File: src/rtl/fetch_pkg.sv
// rtl/fetch_pkg.sv - shared types and constants for the fetch stage
package fetch_pkg;
  typedef logic [31:0] regval_t;

  // Non-zero-active set with an empty mask: decode never executes it.
  localparam regval_t BUBBLE_INSTRUCTION = 32'h8000_0000;

  typedef enum logic {RUN = 1'b0, WAIT = 1'b1} fetch_state_t;

  typedef struct packed {
    regval_t data;
    regval_t address;
  } fetch_entry_t;
endpackage

File: src/rtl/fetch_if.sv
// rtl/fetch_if.sv - fetch-to-decode link carrying instruction, hold and redirect
interface i_fetch_to_decode;
  import fetch_pkg::*;

  regval_t instruction;
  logic    hold;
  logic    is_pc_changing;

  modport fetch_out (output instruction, input hold, input is_pc_changing);
  modport decode_in (input instruction, output hold, output is_pc_changing);
endinterface

File: src/rtl/fetch_queue.sv
// rtl/fetch_queue.sv - prefetch FIFO of {data, address} with synchronous clear
module fetch_queue
  import fetch_pkg::*;
#(
  parameter int DEPTH = 4
) (
  input  logic                   clock,
  input  logic                   reset_n,
  input  logic                   i_push,
  input  fetch_entry_t           i_entry,
  input  logic                   i_pop,
  input  logic                   i_clear,
  output fetch_entry_t           o_head,
  output logic [$clog2(DEPTH):0] o_count
);
  localparam int AW = $clog2(DEPTH);

  fetch_entry_t    r_mem [DEPTH];
  logic [AW-1:0]   r_rd_ptr;
  logic [AW-1:0]   r_wr_ptr;
  logic [AW:0]     r_count;
  logic            w_do_push;
  logic            w_do_pop;

  // Clear wins over push so a redirect never keeps a word from the old stream.
  assign w_do_push = i_push && !i_clear;
  assign w_do_pop  = i_pop && (r_count != '0) && !i_clear;
  assign o_head    = r_mem[r_rd_ptr];
  assign o_count   = r_count;

  // Entry storage; contents are only meaningful below r_count so no reset.
  always_ff @(posedge clock) begin
    if (w_do_push) r_mem[r_wr_ptr] <= i_entry;
  end

  // Pointers wrap naturally modulo the power-of-two depth.
  always_ff @(posedge clock or negedge reset_n) begin
    if (!reset_n) begin
      r_rd_ptr <= '0;
      r_wr_ptr <= '0;
      r_count  <= '0;
    end else if (i_clear) begin
      r_rd_ptr <= '0;
      r_wr_ptr <= '0;
      r_count  <= '0;
    end else begin
      if (w_do_push) r_wr_ptr <= r_wr_ptr + 1'b1;
      if (w_do_pop)  r_rd_ptr <= r_rd_ptr + 1'b1;
      r_count <= r_count + {{AW{1'b0}}, w_do_push} - {{AW{1'b0}}, w_do_pop};
    end
  end
endmodule

File: src/rtl/fetch.sv
// rtl/fetch.sv - instruction fetch stage; FETCH_PREFETCH_EN enables multi-outstanding prefetch
module fetch
  import fetch_pkg::*;
#(
  parameter int      DEPTH    = 4,
  parameter regval_t RESET_PC = 32'h0
) (
  input  logic                       clock,
  input  logic                       reset_n,
  output regval_t                    imem_address,
  output logic                       imem_read,
  input  logic                       imem_waitrequest,
  input  regval_t                    imem_readdata,
  input  logic                       imem_readdatavalid,
  input  logic                       pc_load,
  input  regval_t                    pc_value,
  output regval_t                    pc_out,
  i_fetch_to_decode.fetch_out        outi
);
  localparam int CW = $clog2(DEPTH) + 1;

  fetch_state_t   r_state;
  regval_t        r_fetch_pc;
  regval_t        r_resp_pc;
  regval_t        r_held_address;
  logic [CW-1:0]  r_outstanding;
  logic [CW-1:0]  r_stale;
  logic           r_enable;
  logic           r_held;
  logic           r_held_stale;

  fetch_entry_t   w_head;
  fetch_entry_t   w_entry;
  logic [CW-1:0]  w_count;
  logic [CW-1:0]  w_outstanding_next;
  logic           w_accept;
  logic           w_accept_stale;
  logic           w_pop;
  logic           w_push;
  logic           w_discard;
  logic           w_redirect;
  logic           w_flush;
  logic           w_room;

  assign w_pop      = !outi.hold && (w_count != '0);
  assign w_redirect = !outi.hold && outi.is_pc_changing;
  assign w_flush    = w_redirect || pc_load;
  assign w_discard  = imem_readdatavalid && (r_stale != '0);
  assign w_push     = imem_readdatavalid && (r_stale == '0);
  assign w_entry    = '{data: imem_readdata, address: r_resp_pc};

`ifdef FETCH_PREFETCH_EN
  localparam logic [CW-1:0] CAP = CW'(DEPTH);
  // Every queued word and every read in flight holds one slot.
  assign w_room = (w_count + r_outstanding) < CAP;
`else
  // Single-slot mode: one read in flight, issued once the slot is (being) freed.
  assign w_room = ((w_count == '0) || w_pop) && (r_outstanding == '0);
`endif

  // A request stalled by waitrequest keeps its address even across redirects.
  assign imem_read      = r_held || (r_enable && (r_state == RUN) && w_room);
  assign imem_address   = r_held ? r_held_address : r_fetch_pc;
  assign w_accept       = imem_read && !imem_waitrequest;
  assign w_accept_stale = w_accept && r_held && r_held_stale;
  assign w_outstanding_next = r_outstanding + {{(CW-1){1'b0}}, w_accept}
                            - {{(CW-1){1'b0}}, imem_readdatavalid};

  assign outi.instruction = ((r_state == RUN) && (w_count != '0)) ? w_head.data
                                                                  : BUBBLE_INSTRUCTION;
  assign pc_out = (w_count != '0) ? w_head.address : r_fetch_pc;

  fetch_queue #(.DEPTH(DEPTH)) u_queue (
    .clock   (clock),
    .reset_n (reset_n),
    .i_push  (w_push),
    .i_entry (w_entry),
    .i_pop   (w_pop),
    .i_clear (w_flush),
    .o_head  (w_head),
    .o_count (w_count)
  );

  // Run/wait state, pc tracking and outstanding/stale read accounting.
  always_ff @(posedge clock or negedge reset_n) begin
    if (!reset_n) begin
      r_state        <= RUN;
      r_fetch_pc     <= RESET_PC;
      r_resp_pc      <= RESET_PC;
      r_held_address <= RESET_PC;
      r_outstanding  <= '0;
      r_stale        <= '0;
      r_enable       <= 1'b0;
      r_held         <= 1'b0;
      r_held_stale   <= 1'b0;
    end else begin
      r_enable       <= 1'b1;
      r_outstanding  <= w_outstanding_next;
      r_held         <= imem_read && imem_waitrequest;
      r_held_address <= imem_address;
      r_held_stale   <= imem_read && imem_waitrequest &&
                        (w_flush || (r_held && r_held_stale));

      // Everything in flight at a redirect belongs to the abandoned stream.
      if (w_flush) r_stale <= w_outstanding_next;
      else r_stale <= r_stale - {{(CW-1){1'b0}}, w_discard}
                              + {{(CW-1){1'b0}}, w_accept_stale};

      if (pc_load) r_fetch_pc <= pc_value;
      else if (w_accept && !w_accept_stale) r_fetch_pc <= r_fetch_pc + 32'd4;

      // Responses return in order, so the next kept word's address is implied.
      if (pc_load) r_resp_pc <= pc_value;
      else if (w_push) r_resp_pc <= r_resp_pc + 32'd4;

      if (pc_load) r_state <= w_redirect ? WAIT : RUN;
      else if (w_redirect) r_state <= WAIT;
    end
  end
endmodule
File: src/flat_wrapper.sv
// flat-port wrapper written by rule: the top's interface ports become plain ports
module fetch_flat import fetch_pkg::*;
#(
  parameter int      DEPTH    = 4,
  parameter regval_t RESET_PC = 32'h0
)
  (clock, reset_n, imem_address, imem_read, imem_waitrequest, imem_readdata, imem_readdatavalid, pc_load, pc_value, pc_out, outi_instruction, outi_hold, outi_is_pc_changing);
  i_fetch_to_decode outi_i ();
  input  logic clock;
  input  logic reset_n;
  output regval_t imem_address;
  output logic imem_read;
  input  logic imem_waitrequest;
  input  regval_t imem_readdata;
  input  logic imem_readdatavalid;
  input  logic pc_load;
  input  regval_t pc_value;
  output regval_t pc_out;
  output wire logic [$bits(outi_i.instruction)-1:0] outi_instruction;
  input wire logic [$bits(outi_i.hold)-1:0] outi_hold;
  input wire logic [$bits(outi_i.is_pc_changing)-1:0] outi_is_pc_changing;
  assign outi_instruction = outi_i.instruction;
  assign outi_i.hold = outi_hold;
  assign outi_i.is_pc_changing = outi_is_pc_changing;
  fetch #(.DEPTH(DEPTH), .RESET_PC(RESET_PC)) u_core (.clock(clock), .reset_n(reset_n), .imem_address(imem_address), .imem_read(imem_read), .imem_waitrequest(imem_waitrequest), .imem_readdata(imem_readdata), .imem_readdatavalid(imem_readdatavalid), .pc_load(pc_load), .pc_value(pc_value), .pc_out(pc_out), .outi(outi_i));
endmodule
File: config.mk
export PLATFORM = sky130hd
export DESIGN_NAME = fetch_flat
export DESIGN_NICKNAME = d
export VERILOG_FILES = /design/src/rtl/fetch_pkg.sv /design/src/rtl/fetch_if.sv /design/src/rtl/fetch_queue.sv /design/src/rtl/fetch.sv /design/src/flat_wrapper.sv
export SDC_FILE = /design/constraint.sdc
export NUM_CORES = 1
export LEC_CHECK = 0
export ABC_AREA = 1
export BUFFER_PORTS_ARGS = -buffer_cell sky130_fd_sc_hd__buf_2
export CELL_PAD_IN_SITES_DETAIL_PLACEMENT = 0
export CELL_PAD_IN_SITES_GLOBAL_PLACEMENT = 1
export CORE_MARGIN = 4
export CORE_UTILIZATION = 48
export DETAILED_ROUTE_END_ITERATION = 10
export MAX_ROUTING_LAYER = met4
export PLACE_DENSITY = 0.81
export SETUP_SLACK_MARGIN = 0.3
export SYNTH_ARGS = -nofsm -noshare
export SYNTH_HDL_FRONTEND = slang
export SYNTH_HIERARCHICAL = 1
export SYNTH_SLANG_ARGS = --single-unit
File: constraint.sdc
create_clock -name clock -period 9.4 [get_ports clock]
set_clock_uncertainty 0.1 [all_clocks]
set_input_delay 1.88 -clock clock [delete_from_list [all_inputs] [get_ports clock]]
set_output_delay 1.88 -clock clock [all_outputs]
set_load 0.05 [all_outputs]
[After elaboration in Yosys (flattened, before gate mapping)]
Memories as Yosys holds them, arrays and structs flattened.
Cells that the tools add are included.
Storage, ports and cells
  flip-flop bits (word level): 113
  bits in writable memories: 256
  input port bits: 71
  output and inout port bits: 97
  word-level logic and storage cells: 78
  memories: 1
Cells by class
  add/subtract/negate cells: 10
  muxes and demuxes: 18
  bitwise logic cells: 1
  reductions and logical operators: 36
Memories
  u_core.u_queue.r_mem: words 4, width 64, read ports 1, clocked after memory_dff 0, wr ports 1, RTL line fetch_queue.sv:18  | fetch_entry_t r_mem [DEPTH];
Operator list (number)
  $mux W32: 7
  $add A32 B3 Y32 const B: 2
  $logic_and A1 B1 Y1: 18
  $reduce_bool A2 Y1: 5
  $add A3 B1 Y3: 3
  $logic_not A3 Y1: 3
  $sub A3 B1 Y3: 3
  $mux W2: 4
  $mux W3: 2
  $reduce_bool A3 Y1: 2
  $mux W1: 5
  $add A2 B1 Y2 const B: 2
  $logic_not A1 Y1: 4
  $logic_or A1 B1 Y1: 4
  $not A1 Y1: 1

[Logic depth before layout (Yosys ltp)]
  depth in word-level cells: 13
  depth in mapped cells: 14

[Hierarchy]
The synthesis kept the hierarchy.
Modules (own cells, without submodules)
  fetch_queue: instances 1, cells each 676, area an instance 9980.8 um^2
  fetch: instances 1, cells each 972, area an instance 6677.7 um^2

[Worst setup path before layout]
Ideal clock, no wire load.
  path kind: input port to flip-flop
  from: input pc_load
  to: memory u_core/u_queue/r_mem[0][0] (netlist name) (enable)
  library setup time: 0.486 ns
  data arrival time: 5.354 ns
  required time: 8.814 ns
  path slack: 3.459 ns
  stages: 6
  buffers on the path: 1
  cell sequence: buf_2 > inv_4 > nand2_1 > inv_1 > nand2_1 > nor2_1
Between the ends
  longest elaborated chain between the ends: 5
RTL lines
  start, declared: RTL line flat_wrapper.sv:16  | input logic pc_load;
  $logic_or A1 B1 Y1: RTL line fetch.sv:47  | assign w_flush = w_redirect || pc_load;
  named net u_core.w_flush: RTL line fetch.sv:42  | logic w_flush;
  $logic_not A1 Y1: RTL line fetch_queue.sv:26  | assign w_do_push = i_push && !i_clear;
  $logic_and A1 B1 Y1: RTL line fetch_queue.sv:26
  $mux W1: RTL line fetch_queue.sv:33  | if (w_do_push) r_mem[r_wr_ptr] <= i_entry;
  $mux W1 (implied by the code): RTL line fetch_queue.sv:33
  end, declared: RTL line fetch_queue.sv:18
The timed path passes the listed nets, and every way through them passes these cells.

==> impl_metrics.xml <==
<?xml version="1.0" encoding="UTF-8"?>
<metrics>
  <group name="yosys">
    <metric name="post-synth-top-count-cell" unit="">sky130_fd_sc_hd__nand2_1</metric>
    <metric name="postSynthAreaPerCell" unit="um2">10.1</metric>
    <metric name="netlist.top_cell.by_area" unit="">sky130_fd_sc_hd__edfxtp_1</metric>
    <metric name="cell_count_after_synthesis" unit="">1648</metric>
    <metric name="synth_fp_nets" unit="">1734</metric>
    <metric name="synthFlopType" unit="">sky130_fd_sc_hd__edfxtp_1</metric>
    <metric name="synth_cell_type_count" unit="">43</metric>
    <metric name="synth_top_area_frac" unit="">0.461</metric>
    <metric name="synth-async-reset-ratio" unit="">0.306</metric>
    <metric name="ys_top_cells_by_area" unit="">sky130_fd_sc_hd__edfxtp_1, sky130_fd_sc_hd__dfrtp_1, sky130_fd_sc_hd__nand2_1</metric>
    <metric name="yosys_register_bits" unit="">369</metric>
    <metric name="number_of_enable_type_register_cells_in_the_synthesized_netlist" unit="">256</metric>
    <metric name="mappedNetlistArea" unit="um2">16700</metric>
    <metric name="ys_warn_count" unit="">6</metric>
    <metric name="seq_area_frac_synth" unit="">0.631</metric>
    <metric name="synth_top_cells_by_count" unit="">sky130_fd_sc_hd__nand2_1, sky130_fd_sc_hd__edfxtp_1, sky130_fd_sc_hd__nor2_1</metric>
  </group>
  <group name="timing">
    <metric name="fmax_achieved" unit="MHz">170</metric>
    <metric name="totalNegativeSetupSlack" unit="ps">0</metric>
    <metric name="hold_viol" unit="">0</metric>
    <metric name="finalSetupViolations" unit="">0</metric>
    <metric name="finalMaxSlewViolations" unit="">0</metric>
    <metric name="grt_setup_unrepaired" unit="">no</metric>
    <metric name="final_period_minus_worst_setup_slack" unit="ps">5870</metric>
    <metric name="finalCritPeriodShare" unit="">0.624</metric>
    <metric name="timing.slew.headroom" unit="">0.242</metric>
    <metric name="tightest_slew" unit="ps">1140</metric>
  </group>
  <group name="detailed_routing">
    <metric name="post-route-drc-count" unit="">0</metric>
    <metric name="detail_route.first_pass.iterations" unit="">5</metric>
    <metric name="detailed_router_s_first_iteration_violation_count" unit="">915</metric>
    <metric name="dr_total_vias" unit="">12000</metric>
    <metric name="wl_per_cell" unit="um">18.6</metric>
    <metric name="final_antenna_net_count" unit="">0</metric>
    <metric name="detail_route.vias_per_cell" unit="">5.29</metric>
    <metric name="routed_wirelength" unit="mm">42.3</metric>
  </group>
  <group name="global_routing">
    <metric name="global_route.usage.total" unit="">0.227</metric>
    <metric name="grt_pass1_vias" unit="">11700</metric>
    <metric name="grt_overflow" unit="">0</metric>
    <metric name="initial_antenna_violation_count" unit="">0</metric>
    <metric name="grt_max_degree" unit="">107</metric>
    <metric name="wire_length_of_the_first_global_routing_pass" unit="mm">66.4</metric>
  </group>
  <group name="setup_path">
    <metric name="path_max_fanout" unit="">106</metric>
    <metric name="largest_incremental_delay_on_the_critical_path" unit="ps">840</metric>
    <metric name="crit_path_start_kind" unit="">register</metric>
    <metric name="crit_path_frequent_cell" unit="">sky130_fd_sc_hd__o21ai_0</metric>
    <metric name="cpLargestDelayFamily" unit="">buffers and inverters</metric>
    <metric name="cp-end-kind" unit="">output port</metric>
    <metric name="path_class" unit="">register to output port</metric>
    <metric name="reg2reg_capture_point" unit="">u_core/u_queue/r_mem[3][11]</metric>
    <metric name="chain_of_cells_forming_the_critical_path" unit="">clkinv_2, buf_4, o21ai_0, o22ai_1, nand2_1, o21ai_0, buf_2</metric>
    <metric name="critical_path_arrival" unit="ps">3890</metric>
    <metric name="critPathSlowestCell" unit="">sky130_fd_sc_hd__buf_4</metric>
    <metric name="rrSetupSlack" unit="ps">6130</metric>
    <metric name="buffering_stage_count_on_the_worst_path_with_inverters_included" unit="">3</metric>
    <metric name="r2r_cells" unit="">6</metric>
    <metric name="cell_count_along_the_critical_path" unit="">7</metric>
    <metric name="reg_to_reg_critical_path_startpoint" unit="">u_core/r_stale[1]</metric>
    <metric name="worstPathRequired" unit="ps">7420</metric>
  </group>
  <group name="power_and_ir_drop">
    <metric name="ir_drop" unit="mV">0.169</metric>
    <metric name="p_leak" unit="uW">0.00777</metric>
    <metric name="pwr_density_cell" unit="nW/um2">227</metric>
    <metric name="power" unit="uW">4320</metric>
  </group>
  <group name="finish">
    <metric name="finalNetCount" unit="">1882</metric>
    <metric name="final_layout_size_suffix_gt1_frac" unit="">0.160</metric>
    <metric name="syn_to_final_growth" unit="%">14.5</metric>
    <metric name="design_area" unit="um2">19100</metric>
    <metric name="final_core_utilization" unit="">0.563</metric>
  </group>
  <group name="floorplan">
    <metric name="ioPinCount" unit="">168</metric>
    <metric name="dieWidth" unit="um">194</metric>
    <metric name="dieArea" unit="um2">37800</metric>
    <metric name="initial_utilization" unit="">0.492</metric>
    <metric name="core_region_area" unit="um2">33900</metric>
    <metric name="placement_rows" unit="">67</metric>
    <metric name="fp.dieH" unit="um">194</metric>
  </group>
  <group name="outcome">
    <metric name="run_status" unit="">finished, final reports clean</metric>
  </group>
  <group name="cts">
    <metric name="htree_num_levels" unit="">2</metric>
    <metric name="postCtsResizedCells" unit="">0</metric>
    <metric name="cts_num_sinks" unit="">369</metric>
    <metric name="clockBufferDepth" unit="">3</metric>
    <metric name="tritoncts_clock_tree" unit="">built</metric>
    <metric name="root_buffer" unit="">sky130_fd_sc_hd__clkbuf_16</metric>
    <metric name="cts_setup_buffers" unit="">0</metric>
    <metric name="worstSkewPairLatency" unit="ps">540</metric>
    <metric name="cts-hold-fix-buffers" unit="">0</metric>
    <metric name="worst_setup_hold_path_clk_slew" unit="ps">50</metric>
    <metric name="clock_buffers_created_by_tritoncts" unit="">40</metric>
  </group>
  <group name="run">
    <metric name="timing.max_cap.violations" unit="">0</metric>
  </group>
  <group name="worst_hold_path">
    <metric name="whs_endpoint" unit="">u_core/r_held_address[3]</metric>
    <metric name="whs_path_depth" unit="">2</metric>
    <metric name="hold_path.class" unit="">register to register</metric>
    <metric name="hold_path_startpoint" unit="">u_core/r_held_address[3]</metric>
  </group>
  <group name="placed_design">
    <metric name="io_buf_count" unit="">167</metric>
    <metric name="routabilityCongestion" unit="">0.926</metric>
    <metric name="dpl_cell_area" unit="um2">17700</metric>
    <metric name="dp_hpwl" unit="mm">27.9</metric>
  </group>
</metrics>
## layout by cell type (no fill, tap or decap), types with 6 or more instances in the layout
cell	instances
sky130_fd_sc_hd__o22ai_1	64
sky130_fd_sc_hd__nand2_2	14
sky130_fd_sc_hd__dfrtp_1	110
sky130_fd_sc_hd__xor2_1	26
sky130_fd_sc_hd__buf_2	166
sky130_fd_sc_hd__o211ai_1	7
sky130_fd_sc_hd__buf_4	13
sky130_fd_sc_hd__nand3_1	59
sky130_fd_sc_hd__o21ai_1	51
sky130_fd_sc_hd__clkbuf_16	40
sky130_fd_sc_hd__o21ai_0	164
sky130_fd_sc_hd__ha_1	12
sky130_fd_sc_hd__edfxtp_1	256
sky130_fd_sc_hd__bufinv_16	6
sky130_fd_sc_hd__inv_1	129
sky130_fd_sc_hd__nand2_1	355
sky130_fd_sc_hd__xnor2_1	7
sky130_fd_sc_hd__a31oi_1	7
sky130_fd_sc_hd__nand3_2	13
sky130_fd_sc_hd__nor2_1	243
sky130_fd_sc_hd__clkinv_2	7
sky130_fd_sc_hd__a21oi_1	9
sky130_fd_sc_hd__clkbuf_1	13
## power breakdown
| part | switching (uW) | leakage [uW] | internal, uW |
|---|---|---|---|
| clock network | 633 | 0.000654 | 977 |
| logic | 521 | 0.00342 | 181 |
| registers | 123 | 0.00370 | 1890 |
| total | 1280 | 0.00777 | 3040 |
## sequential cells by signal, indices dropped and copies added (netlist names)
name	flops
u_core/u_queue/r_mem	256
u_core/r_fetch_pc	32
u_core/r_held_address	32
u_core/r_resp_pc	32
u_core/r_outstanding	3
u_core/r_stale	3
u_core/u_queue/o_count	3
u_core/u_queue/r_rd_ptr	2
u_core/u_queue/r_wr_ptr	2
u_core/r_enable	1
u_core/r_held	1
u_core/r_held_stale	1
u_core/r_state	1
## cells by family (layout without fill, tap and decap cells)
kind of cell	Yosys count	after routing	synth area share
xor gates and xnor gates	33	33	0.0174
muxes	1	1	0.000601
AOI/OAI and AO/OA	308	308	0.0999
DFF	369	369	0.631
other	1	2	0.000225
and+or+nand+nor	713	713	0.179
buffers and inverters	208	388	0.0596
adders and majority gates	15	15	0.0126
## metrics by stage
step | hold slack, ps | setup slack [ps] | cells
floorplan | 376 | 3460 | 1648
global route | 424 | 3320 | 2276
detailed placement | 378 | 3950 | 2202
CTS | 394 | 3650 | 2276
finish | 384 | 3530 | 2277
global placement | 372 | 4040 | 2202
## worst max-delay path by stage
stage	from	to	slack [ps]
2_1_floorplan	pc_load	u_core/u_queue/r_mem[0][0]	3460
3_5_place_dp	pc_load	u_core/u_queue/r_mem[2][34]	3950
3_3_place_gp	pc_load	u_core/u_queue/r_mem[2][37]	4040
5_1_grt	u_core/u_queue/r_rd_ptr[0]	pc_out[13]	3320
4_1_cts	u_core/u_queue/r_rd_ptr[0]	pc_out[13]	3650
6_report	u_core/u_queue/r_rd_ptr[0]	pc_out[13]	3530
## worst reg2reg max path, stage by stage, from the launching register on
cell                      delay [ps]
sky130_fd_sc_hd__dfrtp_1         390
sky130_fd_sc_hd__inv_1           130
sky130_fd_sc_hd__nand4_1         230
sky130_fd_sc_hd__inv_1           290
sky130_fd_sc_hd__nand2_1         310
sky130_fd_sc_hd__nor2_4          770
sky130_fd_sc_hd__buf_4           650
## metal layers
layer	share of wire	vias up	global-route usage
li1	-	5861	-
met2	0.46	423	0.348
met3	0.063	77	0.0300
met5	0	-	-
met1	0.45	5688	0.323
met4	0.026	0	0.0620
## cell type report
class / count / area [um2]
clock buffer: 55 / 1080
multi-input combinational: 1071 / 5180
timing repair buffer: 179 / 928
inverter: 135 / 513
antenna: 1 / 2.50
sequential: 369 / 10500
fill: 3038 / 14800
clock inverter: 19 / 282
tap: 448 / 561
Power figures use the tool's default switching activity.
